**config.mk**
```make
export PLATFORM = sky130hd
export DESIGN_NAME = seq_scan_ctrl
export DESIGN_NICKNAME = d
export VERILOG_FILES = /design/src/rtl/seq_scan_ctrl.sv
export SDC_FILE = /design/constraint.sdc
export NUM_CORES = 1
export LEC_CHECK = 0
export ABC_AREA = 1
export ABC_CLOCK_PERIOD_IN_PS = 4850
export CAP_MARGIN = 0
export CORE_MARGIN = 2
export CORE_UTILIZATION = 50
export CTS_CLUSTER_SIZE = 24
export DETAILED_ROUTE_END_ITERATION = 10
export PLACE_DENSITY_LB_ADDON = 0.25
export SLEW_MARGIN = 20
export SYNTH_ARGS = -nofsm -noshare
export SYNTH_HDL_FRONTEND = slang
export SYNTH_SLANG_ARGS = --single-unit
export TNS_END_PERCENT = 20
```
**constraint.sdc**
```tcl
create_clock -name clk -period 4.85 [get_ports clk]
set_clock_uncertainty 0.15 [all_clocks]
set_input_delay 0.97 -clock clk [delete_from_list [all_inputs] [get_ports clk]]
set_output_delay 0.97 -clock clk [all_outputs]
set_load 0.005 [all_outputs]
```
**src/rtl/seq_scan_ctrl.sv**
```systemverilog
// Serial pattern scanner: feeds frame bytes MSB-first through a history
// register and counts (overlapping or non-overlapping) pattern matches.
// Ports: clk, rst (sync, active-high); start/frame_len/pattern/overlap
// request a frame; data_in/data_valid/data_ready byte handshake;
// busy, match (pulse), match_count, done (pulse) status.
module seq_scan_ctrl #(
  parameter int PAT_W = 5,
  parameter int CNT_W = 8
) (
  input  logic             clk,
  input  logic             rst,
  input  logic             start,
  input  logic [7:0]       frame_len,
  input  logic [PAT_W-1:0] pattern,
  input  logic             overlap,
  input  logic [7:0]       data_in,
  input  logic             data_valid,
  output logic             data_ready,
  output logic             busy,
  output logic             match,
  output logic [CNT_W-1:0] match_count,
  output logic             done
);

  localparam int VW = $clog2(PAT_W + 1);
  localparam logic [VW-1:0] VMAX = VW'(PAT_W);

  typedef enum logic [1:0] {
    IDLE,
    LOAD,
    SHIFT,
    DONE
  } state_t;

  state_t           state, state_nx;
  logic [PAT_W-1:0] pat;
  logic             ovl;
  logic [PAT_W-1:0] hist;
  logic [VW-1:0]    vcnt;
  logic [7:0]       sreg;
  logic [2:0]       bitcnt;
  logic [7:0]       rem;
  logic             match_q;
  logic [CNT_W-1:0] mcnt;

  logic [PAT_W-1:0] hist_nx;
  logic [VW-1:0]    vcnt_nx;
  logic             hit;

  always_comb begin
    hist_nx = {hist[PAT_W-2:0], sreg[7]};
    vcnt_nx = (vcnt == VMAX) ? VMAX : vcnt + 1'b1;
    hit     = (hist_nx == pat) && (vcnt_nx == VMAX);
  end

  always_comb begin
    state_nx = state;
    case (state)
      IDLE: begin
        if (start) begin
          state_nx = (frame_len == 8'd0) ? DONE : LOAD;
        end
      end
      LOAD: begin
        if (data_valid) begin
          state_nx = SHIFT;
        end
      end
      SHIFT: begin
        if (bitcnt == 3'd7) begin
          state_nx = (rem == 8'd1) ? DONE : LOAD;
        end
      end
      DONE:    state_nx = IDLE;
      default: state_nx = IDLE;
    endcase
  end

  always_ff @(posedge clk) begin
    if (rst) begin
      state   <= IDLE;
      pat     <= '0;
      ovl     <= 1'b0;
      hist    <= '0;
      vcnt    <= '0;
      sreg    <= '0;
      bitcnt  <= '0;
      rem     <= '0;
      match_q <= 1'b0;
      mcnt    <= '0;
    end else begin
      state   <= state_nx;
      match_q <= 1'b0;
      case (state)
        IDLE: begin
          if (start) begin
            pat    <= pattern;
            ovl    <= overlap;
            rem    <= frame_len;
            hist   <= '0;
            vcnt   <= '0;
            mcnt   <= '0;
            bitcnt <= '0;
          end
        end
        LOAD: begin
          if (data_valid) begin
            sreg   <= data_in;
            bitcnt <= '0;
          end
        end
        SHIFT: begin
          sreg   <= {sreg[6:0], 1'b0};
          bitcnt <= bitcnt + 1'b1;
          hist   <= hist_nx;
          // non-overlap mode demands PAT_W fresh bits after a hit
          vcnt   <= (hit && !ovl) ? '0 : vcnt_nx;
          if (hit) begin
            match_q <= 1'b1;
            if (!(&mcnt)) begin
              mcnt <= mcnt + 1'b1;
            end
          end
          if (bitcnt == 3'd7) begin
            rem <= rem - 8'd1;
          end
        end
        default: ;
      endcase
    end
  end

  // outputs forced low while reset is held, even before the edge
  assign data_ready  = (state == LOAD) && !rst;
  assign busy        = ((state == LOAD) || (state == SHIFT)) && !rst;
  assign done        = (state == DONE) && !rst;
  assign match       = match_q && !rst;
  assign match_count = rst ? '0 : mcnt;

endmodule

```
==> metrics.md <==
| Metric | Value |
|---|---|
| Iteration-0 DRC Markers | 118 |
| Wire length per cell | around 11 um |
| Maximum clock rate | 0.290 GHz |
| CP Launch Type | input port |
| Yosys top cell area share | 0.368 |
| Max-Slew Margin vs Limit | 0.469 |
| Hpwl dp | between 3000 and 4000 um |
| Sw power | 549 uW |
| Vias/cell | 5.22 |
| Vias | 2,272 |
| H-Tree Depth | 2 |
| Core area | 4440 sq um |
| Setup TNS | 0 ns |
| HP Start | sreg[6] |
| Layout cells sized above 1 | 0.0470 |
| Num rows | 24 |
| First-pass GRT wire length | around 8500 um |
| Commonest non-fill, non-tap cell in the layout | nand2_1 |
| Critical Path RT | 3.73 ns |
| Power Total | 1.28 mW |
| Starting Density | 0.526 |
| Min Tclk post-route | 3.45 ns |
| Global route overflow | 0 |
| Sw frac | 0.427 |
| Final Cycle Share | 0.710 |
| CTS hold repair buffers | 0 |
| Post-Synthesis Cell Area | about 2300 sq um |
| Crit end category | output pin |
| Die extent in y | 72.4 um |
| Max-slew violations | 0 |
| Final Setup Violations | 0 |
| Comb power frac | 0.435 |
| Worst slew pin tran | 0.796 ns |
| Worst setup startpoint | rst |
| Drt pass-1 iters | 4 |
| Top cells by area, synth | dfxtp_1 37%, nand2_1 12%, inv_1 7.4% |
| Worst hold path class | flop to flop |
| Sequential share of power | 0.387 |
| CTS tree | done |
| Status | completed |
| CP Max Fanout | 34 |
| Clock Power Share | 0.178 |
| DIE WIDTH | between 70 and 80 um |
| Data arrival time of the worst path | 2.33 ns |
| VDD IR max | 0.000242 V |
| RSZ-0062 raised after global routing | false |
| Area grow syn2layout | 20.4% |
| Buffers added on ports | 37 |
| Pwr Density | 456 nW/um^2 |
| WL final | 4910 um |
| Largest net degree at the start of global routing | 35 |
| RD Place Congestion | around 0.89 |
| Syn_area_per_cell | 6.68 sq um |
| # diodes | 0 |
| Worst-path clk slew | ~0.08 ns |
| Die Area | 5240 sq um |
| Clock buffer count from CTS | 5 |
| Commonest non-fill, non-tap cells in the layout | 76 x nand2_1, 46 x inv_1, 43 x dfxtp_1 |
| # IOs | 38 |
| Max_cap viols | 0 |
| Final ANT Viol Nets | 0 |
| Synth Register Bits | 43 |
| RR Startpoint | state[0] |
| Initial antenna violation count | 0 |
| Leak Pwr | 1.14 nW |
| Post_cts resized | 0 |
| Part of the Yosys area used for sequential elements | 0.368 |
| Vias in the first global route | 2,019 |
| Tot GR Track Use | 0.202 |
| Setup Buffers After CTS | 0 |
| Clock buffer depth | 2 |
| Layout net count | approximately 420 |
| Clk Latency, worst-skew pair | 0.30 ns |
| Post-synthesis cell type count | 30 |
| Synthesized instance count | 350 |
| Final hold vios | 0 |
| CP Class | input port to output pin |
| Yosys top cell by area | dfxtp_1 |
| CTS Root Cell | clkbuf_8 |
| R2r setup slk | 1.92 ns |
| # DRC | 0 |
| Yosys warns | 0 |
| Net Count, Synth | 386 |
| Clock Sinks | 43 |
| Internal Power | 735 uW |
==> metrics by stage <==
step                cells  worst slack [ns]   util  area (sq um)  hold WS [ns]
floorplan             350              2.20      -          2340         0.294
finish                435              1.40  0.633          2820         0.321
global placement      427              1.41  0.614          2730         0.306
detailed placement    427              1.39  0.614          2730         0.310
CTS                   435              1.38  0.633          2820         0.322
global route          435              1.32  0.633          2820         0.356
==> per-layer routing <==
layer | routed length [um] | global-route usage | share of wire
met1 | 2350 | 0.244 | 0.48
met2 | 2340 | 0.344 | 0.48
met3 | 201 | 0.0556 | 0.041
met4 | 15 | 0.0700 | 0.0031
met5 | 0 | 0 | 0
==> synth_stat cells <==
cell type   n
nand3_1    17
buf_2       2
or2_1       2
nor4_1      3
nor2_2      1
or2_2       1
a21oi_2     1
nand2_1    76
inv_1      46
ha_1       10
nor2_1     40
o21ai_1     5
nand3b_1    1
inv_2       3
o22ai_1     2
nor3_1      1
dfxtp_1    43
a31oi_1     9
o32ai_1     1
nand2_2     3
xnor2_1     1
clkbuf_1   10
nand4_1     9
a211oi_1    3
o21ai_4     1
buf_1       1
xor2_1      3
a21oi_1    27
nor3b_1     2
o21ai_0    26
==> power by group through the flow <==
stage	clock network (mW)	logic (mW)	registers, mW
after floorplan	0	0.439	0.491
after global placement	0	0.550	0.502
after detailed placement	0	0.559	0.504
after CTS	0.230	0.562	0.497
after global routing	0.243	0.645	0.511
final	0.228	0.559	0.497
==> sequential cells by signal, summed over array words and instances (netlist names) <==
register	flops
mcnt	8
rem	8
sreg	8
pat	5
hist	4
bitcnt	3
vcnt	3
state	2
match_q	1
ovl	1
==> area by class of cell <==
| class | count | area (sq um) |
|---|---|---|
| clock buffer | 6 | 72.6 |
| timing repair buffer | 38 | 378 |
| inverter | 49 | 184 |
| tap | 52 | 65.1 |
| fill | 432 | 1630 |
| clock inverter | 2 | 12.5 |
| multi-input combinational | 245 | 1240 |
| sequential | 43 | 861 |
==> path summary, 6_finish.rpt <==
kind | endpoint | cells past startpoint
max reg2reg | rem[7] | 10
min | sreg[7] | 2
min reg2reg | sreg[7] | 2
max | match_count[1] | 4
==> critical path, cell delays in order <==
cell	delay [ns]
clkdlybuf4s50_1	0.46
buf_4	0.33
nor2_1	0.11
clkdlybuf4s50_1	0.46
==> cells by family after synthesis <==
| kind of cell | synth area share |
|---|---|
| AND/OR/NAND/NOR | 0.285 |
| buffers and inverters | 0.101 |
| XOR/XNOR | 0.0150 |
| adder cells (fa/ha/maj) | 0.0535 |
| flip-flops | 0.368 |
| AO/OA/AOI/OAI | 0.178 |
(Power assumes the default switching activity.)
